`config.mk`:
```
export PLATFORM = sky130hd
export DESIGN_NAME = pixel_frame_streamer_flat
export DESIGN_NICKNAME = d
export VERILOG_FILES = /design/src/rtl/pixel_frame_streamer_if.sv /design/src/rtl/pixel_frame_streamer.sv /design/src/flat_wrapper.sv
export SDC_FILE = /design/constraint.sdc
export NUM_CORES = 1
export LEC_CHECK = 0
export ABC_AREA = 1
export BUFFER_PORTS_ARGS = -buffer_cell sky130_fd_sc_hd__buf_2
export CAP_MARGIN = 0
export CELL_PAD_IN_SITES_DETAIL_PLACEMENT = 1
export CELL_PAD_IN_SITES_GLOBAL_PLACEMENT = 1
export CORE_MARGIN = 3
export CORE_UTILIZATION = 50
export CTS_CLUSTER_DIAMETER = 120
export DETAILED_ROUTE_END_ITERATION = 7
export GPL_ROUTABILITY_DRIVEN = 0
export MAX_ROUTING_LAYER = met4
export PLACE_DENSITY_LB_ADDON = 0.1
export SLEW_MARGIN = 40
export SYNTH_ARGS = -nofsm -noshare
export SYNTH_HDL_FRONTEND = slang
export SYNTH_SLANG_ARGS = --single-unit
```
`constraint.sdc`:
```
create_clock -name clk -period 2.6 [get_ports clk]
set_input_delay 0.13 -clock clk [delete_from_list [all_inputs] [get_ports clk]]
set_output_delay 0.13 -clock clk [all_outputs]
set_load 0.03 [all_outputs]
```
`src/rtl/pixel_frame_streamer_if.sv`:
```
// Bundles the host write port, frame control and the filter-facing pixel stream of pixel_frame_streamer.
// The master side drives the inputs. The slave side is the streamer.
interface pixel_frame_streamer_if #(
  parameter int AW = 5
);
  logic          wr_en;
  logic [AW-1:0] wr_addr;
  logic [7:0]    wr_data;
  logic          start;
  logic          loop;
  logic          fill_now;
  logic [7:0]    Dout;
  logic          data_valid;
  logic          busy;
  logic          frame_done;
  logic          wr_err;
  logic [1:0]    state;

  modport master (
    output wr_en, wr_addr, wr_data, start, loop, fill_now,
    input  Dout, data_valid, busy, frame_done, wr_err, state
  );

  modport slave (
    input  wr_en, wr_addr, wr_data, start, loop, fill_now,
    output Dout, data_valid, busy, frame_done, wr_err, state
  );
endinterface

```
`src/rtl/pixel_frame_streamer.sv`:
```
// Holds one N x M frame of 8-bit pixels and streams it in raster order into the sobel filter.
// Each frame is a one-cycle zero lead byte followed by N*M pixels, and is paced on the filter's fill_now.
module pixel_frame_streamer #(
  parameter int N  = 5,
  parameter int M  = 5,
  parameter int AW = 5
) (
  input logic clk,
  input logic rst_n,
  pixel_frame_streamer_if.slave px
);
  localparam int            DEPTH    = N * M;
  localparam logic [AW-1:0] LAST_IDX = AW'(DEPTH - 1);

  localparam logic [1:0] IDLE = 2'b00;
  localparam logic [1:0] WAIT = 2'b01;
  localparam logic [1:0] LEAD = 2'b10;
  localparam logic [1:0] SEND = 2'b11;

  logic [7:0]    mem [0:DEPTH-1];
  logic [1:0]    state_reg, state_next;
  logic [AW-1:0] idx_reg, rd_addr;
  logic [7:0]    dout_reg;
  logic          dv_reg, busy_reg, done_reg, err_reg;
  logic          writable, wr_ok, wr_bad;

  always_comb begin
    state_next = state_reg;
    case (state_reg)
      IDLE:    if (px.start) state_next = WAIT;
      WAIT:    if (px.fill_now) state_next = LEAD;
      LEAD:    state_next = SEND;
      SEND:    if (idx_reg == LAST_IDX) state_next = px.loop ? WAIT : IDLE;
      default: state_next = IDLE;
    endcase
  end

  assign writable = (state_reg == IDLE) || (state_reg == WAIT);
  assign wr_ok    = px.wr_en && writable && (px.wr_addr <= LAST_IDX);
  assign wr_bad   = px.wr_en && !wr_ok;

  // The read runs one pixel ahead of Dout: LEAD fetches pixel 0, and each SEND cycle fetches the next pixel.
  assign rd_addr = (state_reg == LEAD) ? '0 : idx_reg + 1'b1;

  always_ff @(posedge clk) begin
    if (wr_ok) mem[px.wr_addr] <= px.wr_data;
  end

  always_ff @(posedge clk or negedge rst_n) begin
    if (!rst_n) begin
      state_reg <= IDLE;
      idx_reg   <= '0;
      dout_reg  <= 8'h00;
      dv_reg    <= 1'b0;
      busy_reg  <= 1'b0;
      done_reg  <= 1'b0;
      err_reg   <= 1'b0;
    end else begin
      state_reg <= state_next;
      busy_reg  <= (state_next != IDLE);
      err_reg   <= wr_bad;
      done_reg  <= 1'b0;
      dout_reg  <= 8'h00;
      dv_reg    <= 1'b0;
      case (state_reg)
        WAIT: if (px.fill_now) dv_reg <= 1'b1;
        LEAD: begin
          dv_reg   <= 1'b1;
          dout_reg <= mem[rd_addr];
        end
        SEND: begin
          if (idx_reg == LAST_IDX) begin
            idx_reg  <= '0;
            done_reg <= 1'b1;
          end else begin
            dv_reg   <= 1'b1;
            dout_reg <= mem[rd_addr];
            idx_reg  <= rd_addr;
          end
        end
        default: ;
      endcase
    end
  end

  assign px.Dout       = dout_reg;
  assign px.data_valid = dv_reg;
  assign px.busy       = busy_reg;
  assign px.frame_done = done_reg;
  assign px.wr_err     = err_reg;
  assign px.state      = state_reg;
endmodule

```
`src/flat_wrapper.sv`:
```
// flat-port wrapper written by rule: the top's interface ports become plain ports
module pixel_frame_streamer_flat 
#(
  parameter int N  = 5,
  parameter int M  = 5,
  parameter int AW = 5
)
  (clk, rst_n, px_wr_en, px_wr_addr, px_wr_data, px_start, px_loop, px_fill_now, px_Dout, px_data_valid, px_busy, px_frame_done, px_wr_err, px_state);
  pixel_frame_streamer_if #(.AW(AW)) px_i ();
  input logic clk;
  input logic rst_n;
  input wire logic [$bits(px_i.wr_en)-1:0] px_wr_en;
  input wire logic [$bits(px_i.wr_addr)-1:0] px_wr_addr;
  input wire logic [$bits(px_i.wr_data)-1:0] px_wr_data;
  input wire logic [$bits(px_i.start)-1:0] px_start;
  input wire logic [$bits(px_i.loop)-1:0] px_loop;
  input wire logic [$bits(px_i.fill_now)-1:0] px_fill_now;
  output wire logic [$bits(px_i.Dout)-1:0] px_Dout;
  output wire logic [$bits(px_i.data_valid)-1:0] px_data_valid;
  output wire logic [$bits(px_i.busy)-1:0] px_busy;
  output wire logic [$bits(px_i.frame_done)-1:0] px_frame_done;
  output wire logic [$bits(px_i.wr_err)-1:0] px_wr_err;
  output wire logic [$bits(px_i.state)-1:0] px_state;
  assign px_i.wr_en = px_wr_en;
  assign px_i.wr_addr = px_wr_addr;
  assign px_i.wr_data = px_wr_data;
  assign px_i.start = px_start;
  assign px_i.loop = px_loop;
  assign px_i.fill_now = px_fill_now;
  assign px_Dout = px_i.Dout;
  assign px_data_valid = px_i.data_valid;
  assign px_busy = px_i.busy;
  assign px_frame_done = px_i.frame_done;
  assign px_wr_err = px_i.wr_err;
  assign px_state = px_i.state;
  pixel_frame_streamer #(.N(N), .M(M), .AW(AW)) u_core (.clk(clk), .rst_n(rst_n), .px(px_i));
endmodule
```
==> results of run 1 <==
[power groups by stage]
stage / logic (mW) / registers, mW / clock network (mW)
after floorplan: 3.65 / 4.30 / 0
after global placement: 5.31 / 4.16 / 0
after detailed placement: 5.37 / 4.17 / 0
after CTS: 5.45 / 4.10 / 3.42
after global routing: 6.03 / 4.11 / 3.57
final: 5.47 / 4.10 / 3.37
[cells by family after synthesis]
kind of cell | Yosys count
buf+inv | 91
xor+xnor | 1
compound gates | 30
fa+ha+maj | 2
flops | 219
simple gates | 469
[worst max-delay path, cell delays in order (launching register included)]
cell and delay, ps:
dfrtp_1 440, inv_1 280, nand3_1 180, inv_1 200, nand3_1 200, nor2_1 720
[how the worst max path moves through the flow]
stage                                   from                end  slack [ps]
after global routing      u_core.px.state[1]  u_core.mem[17][7]          30
after detailed placement  u_core.px.state[1]   u_core.mem[0][4]         320
after CTS                 u_core.px.state[1]  u_core.mem[17][6]         260
after floorplan            u_core.idx_reg[0]  u_core.px.Dout[1]         560
after global placement    u_core.px.state[1]  u_core.mem[17][2]         440
final                     u_core.px.state[1]   u_core.mem[0][6]         180
[routing by layer]
| layer | GRT usage [%] | share of wire, % | vias to the layer above |
|---|---|---|---|
| met4 | 6.77 | 2.4 | 0 |
| met3 | 4.37 | 6.6 | 52 |
| met2 | 42.3 | 47 | 253 |
| li1 | - | - | 2947 |
| met1 | 39.7 | 44 | 3308 |
| met5 | - | 0 | - |
[layout make-up]
| cell class | instances | area share [%] |
|---|---|---|
| sequential | 219 | 61.7 |
| multi-input combinational | 502 | 22.3 |
| clock buffer | 35 | 6.50 |
| timing repair buffer | 65 | 4.14 |
| tap | 229 | 2.73 |
| inverter | 46 | 1.67 |
| clock inverter | 9 | 0.965 |
[placed cells by master, fill, tap and decap left out, drive strengths merged]
master | synthesis | routed
nand3 | 221 | 221
edfxtp | 200 | 200
nand2 | 172 | 172
nor2 | 67 | 67
buf | 39 | 59
inv | 46 | 47
clkbuf | 6 | 35
dfrtp | 19 | 19
a21oi | 16 | 16
o21ai | 8 | 8
dlygate4sd3 | 0 | 6
nand4 | 5 | 5
clkinv | 0 | 5
o22ai | 4 | 4
nand3b | 3 | 3
ha | 2 | 2
bufinv | 0 | 2
xor2 | 1 | 1
o211ai | 1 | 1
a31oi | 1 | 1
or2 | 1 | 1
clkinvlp | 0 | 1
[timing repair]
| action | CTS | global route |
|---|---|---|
| gates resized for setup | 0 | 0 |
| hold buffers | 6 | 0 |
| endpoints found under the hold margin | 24 | 0 |
==> impl_results.md, run 1 <==
* Core ar. at 18100 um2
* Outcome: complete, no violations
* Die extent in x at 142 um
* Critical path class: reg2reg
* Max Cap Viol at 0
* IO Pins at 33
* Antenna-violating nets left at 0
* Top post-synthesis cells by area: edfxtp_1 65%, nand3_1 11%, nand2_1 6.8%
* Simple-Gate Fraction of Synth Area at 23.1%
* Vias/cell at 5.94
* Clk buf depth at 3
* Final setup margin at 184 ps
* Synth Area in Adders at 0.270%
* Final Cell Area at 10500 um2
* Unrepaired setup endpoints after global routing: false
* Psw at 5.37 mW
* Skew final at 17.2 ps
* Drt first-iter violations at 537
* Total detailed-routing wirelength at 26.4 mm
* Startpoint types: flip-flop
* Largest family of logic cells by synthesized area: simple AND/OR/NAND/NOR gates
* Part of the power in combinational logic at 42.3%
* Least-Margin Pin Slew at 881 ps
* Tcrit/Tclk final at 92.9%
* Yosys top cell by area: edfxtp_1
* Async SR Flop Fraction at 8.68%
* Final Non-Filler Cells at 1105
* Switching Share at 41.5%
* Crit path max fanout at 8
* Max reg flops at 200
* Cell-internal power at 7.57 mW
* CP required at 2730 ps
* Slew Limit Fails at 0
* Top cells by count, synth: 212 x nand3_1, 200 x edfxtp_1, 167 x nand2_1
* Placed inst area at 9660 um2
* Reg power frac at 31.7%
* Post-place setup slack at 321 ps
* Cell Rows at 49
* TritonCTS Buffers at 24
* Yosys warns at 0
* Vias in the first global route at 6899
* Starting Density at 51.3%
* Relative slew slack at 41.0%
* Top-area cell type share of the netlist area at 64.7%
* Fill count at 1881
* Vias after detailed routing at 6560
* Synth Area in XOR/XNOR at 0.175%
* Largest net degree at the start of global routing at 65
* Final Hold Fails at 0
* 1st-pass router iterations at 5
* Setup violations, final at 0
* Gr ovfl total at 0
* Compound-Gate Fraction of Synth Area at 1.71%
* NumNets Final at 879
* Clk sinks at 219
* Die height at 142 um
* Worst r2r dst: u_core.mem[0][6]
* Seq. cell area at 6480 um2
* Reg clk slew, reported paths at 60 ps
* Die ar. at 20200 um2
* Post-synthesis instance area at 9280 um2
* Drt wl/cell at 23.9 um
* Later-pin clock latency in the skew report at 520 ps
* Area grow syn2layout at 13.2%
* Synth Register Bits at 219
* Minimum clock period at 2420 ps
* Mux contribution to synthesized area at 0%
* Post-synthesis sequential area ratio at 69.8%
* Pwr per Cell Area at 1230 nW/um2
* Drt drc at 0
* Count leader, synth: nand3_1
* Initial antenna violation count at 0
* Post-layout power at 12.9 mW
* WP data arrival at 2550 ps
* Reg2reg start: u_core.px.state[1]
* Hpwl dp at 16.7 mm
* Synth Net Count at 833
* # H-tree levels at 1
* Footprint of the multi-input gates at 2340 um2
* Max IR drop VDD at 837 uV
* Final Core Density at 58.1%
* CTS root buf: clkbuf_16
* CTS tree: yes
* # port buffers at 32
* Top FF cell, synth: edfxtp_1
* FMAX at 414 MHz
* Layout cells sized above 1 at 13.1%
* Gr usage total at 27.8%
* R2R Setup Slk at 180 ps
* First-pass GRT wire length at 41.3 mm
* Syn Area/Cell at 11.4 um2
* DP Cell Count at 1055
* Clock power frac at 26.0%
* Netlist cell types at 31
* Ant diodes at 0
* Post-CTS Setup Bufs at 0
* Synth Instances at 812
* Hold WS at 110 ps
* Post-synth EDFFs at 200
* Leak pwr at 4.06 nW
* Kind of end point of the critical path: flip-flop
* Worst-case reg-to-reg path depth at 5
* HP Class: in2async
* Setup TNS at 0 ps
Note: power is estimated with default switching activity, not from simulation.
==> inputs of run 2 (changes only) <==
CORE_UTILIZATION = 40   (was 50)
==> run 2 against run 1 <==
Net effect: largest cell class unchanged; highest routed layer unchanged; final area grew 1.1%; clock skew fell by 4.7 ps; routed wire length grew 2.1%; largest power group unchanged.
==> impl_results.md, run 2 (synthesis gave the netlist of run 1 again) <==
* First-pass GRT wire length at 41.1 mm
* Pwr per Cell Area at 1210 nW/um2
* # port buffers at 32
* Ant diodes at 0
* GR peak layer: met2
* Reg2reg start: u_core.idx_reg[1]
* Core ar. at 22700 um2
* Worst Setup EP: u_core.px.busy
* HP Class: in2async
* R2R Setup Slk at 280 ps
* Skew final at 12.5 ps
* Setup violations, final at 0
* Drt first-iter violations at 579
* CTS tree: yes
* CTS root buf: clkbuf_16
* Outcome: complete, no violations
* NumNets Final at 887
* Later-pin clock latency in the skew report at 520 ps
* Placed inst area at 9780 um2
* Hpwl dp at 17.0 mm
* Crit path max fanout at 9
* Gr ovfl total at 0
* Reg clk slew, reported paths at 60 ps
* Vias/cell at 5.49
* Highest-count cells in the layout ignoring fill and taps: 212 x nand3_1, 200 x edfxtp_1, 167 x nand2_1, 66 x nor2_1, 42 x inv_1
* GR met2 Demand/Resource at 35.4%
* Critical path class: reg2reg
* Most common cell after layout, fill and taps aside: nand3_1
* Relative slew slack at 48.0%
* Tcrit/Tclk final at 89.3%
* Critical Path Stages at 8
* Minimum clock period at 2320 ps
* Post-place setup slack at 359 ps
* Hold WS at 130 ps
* Starting Density at 40.9%
* Least-Margin Pin Slew at 777 ps
* Initial antenna violation count at 0
* Largest net degree at the start of global routing at 53
* IO Pins at 33
* 1st-pass router iterations at 5
* # H-tree levels at 1
* TritonCTS Buffers at 24
* Clk sinks at 219
* Max Cap Viol at 0
* Startpoint types: flip-flop
* Unrepaired setup endpoints after global routing: false
* Die ar. at 25100 um2
* Cell Chain, Critical Path: inv_1 -> ha_1 -> nand2_1 -> o21ai_2 -> nand2_2 -> a31oi_1 -> nand3_1 -> dlygate4sd3_1
* FMAX at 431 MHz
* Met3 Usage GRT at 2.28%
* WP data arrival at 2720 ps
* Fill count at 2412
* Leak pwr at 4.10 nW
* Vias in the first global route at 6541
* Post-layout power at 12.9 mW
* Die height at 158 um
* WP buf/inv at 2
* Post-CTS Setup Bufs at 0
* CP required at 3000 ps
* CP max stage delay at 560 ps
* Drt drc at 0
* Clk buf depth at 3
* Worst r2r dst: u_core.px.busy
* Worst Setup SP: u_core.idx_reg[1]
* Cell Rows at 55
* Delay-heaviest family, CP: buffers and inverters
* Total detailed-routing wirelength at 27.0 mm
* Drt wl/cell at 23.1 um
* M1 GR Usage at 33.1%
* Vias after detailed routing at 6400
* Max IR drop VDD at 753 uV
* Final Cell Area at 10600 um2
* Max reg flops at 200
* Worst-case reg-to-reg path depth at 8
* Gr usage total at 22.8%
* Slowest cell on crit path: dlygate4sd3_1
* Final setup margin at 279 ps
* Die extent in x at 158 um
* Slew Limit Fails at 0
* Final Hold Fails at 0
* Setup TNS at 0 ps
* Layout cells sized above 1 at 14.0%
* Area grow syn2layout at 14.5%
* Kind of end point of the critical path: flip-flop
* Antenna-violating nets left at 0
[run 2: cell type report]
cell class	instances	area, um2	area share (%)
Inverter	46	175	1.65
Multi-Input combinational cell	502	2340	22.1
Sequential cell	219	6480	61.0
Tap cell	285	357	3.36
Clock inverter	12	121	1.14
Timing Repair Buffer	73	502	4.72
Clock buffer	29	639	6.02
[run 2: how the worst min path moves through the flow]
| stage | startpoint | to | slack [ps] | cells after the start |
|---|---|---|---|---|
| detailed placement | rst_n | u_core.px.Dout[7] | 130 | 1 |
| CTS | rst_n | u_core.px.Dout[3] | 100 | 2 |
| floorplan | rst_n | u_core.idx_reg[0] | -170 | 0 |
| global placement | rst_n | u_core.px.Dout[7] | 120 | 1 |
| finish | rst_n | u_core.px.Dout[3] | 130 | 2 |
| global route | rst_n | u_core.px.Dout[3] | 150 | 2 |
[run 2: what timing repair did]
item	4_1_cts	5_1_grt
gates resized for setup	0	2
hold endpoints to repair	24	0
hold buffers	7	0
endpoints found under the setup margin	0	1
[run 2: report_power, final]
part	leakage (nW)	total [mW]	switching, mW	internal [mW]
registers	2.03	4.09	0.101	3.99
clock network	0.377	3.31	1.36	1.94
logic	1.69	5.50	3.92	1.58
[run 2: metrics by stage]
stage	instances	utilization, %
global route	1166	46.8
finish	1166	46.8
detailed placement	1118	43.1
CTS	1166	46.7
global placement	1118	43.1
floorplan	812	-
[run 2: per-layer routing]
layer	vias up	routed length, um	share of wire, %
li1	2951	-	-
met1	3262	12700	47
met2	154	12700	47
met3	33	1120	4.1
met5	-	0	0
met4	0	484	1.8
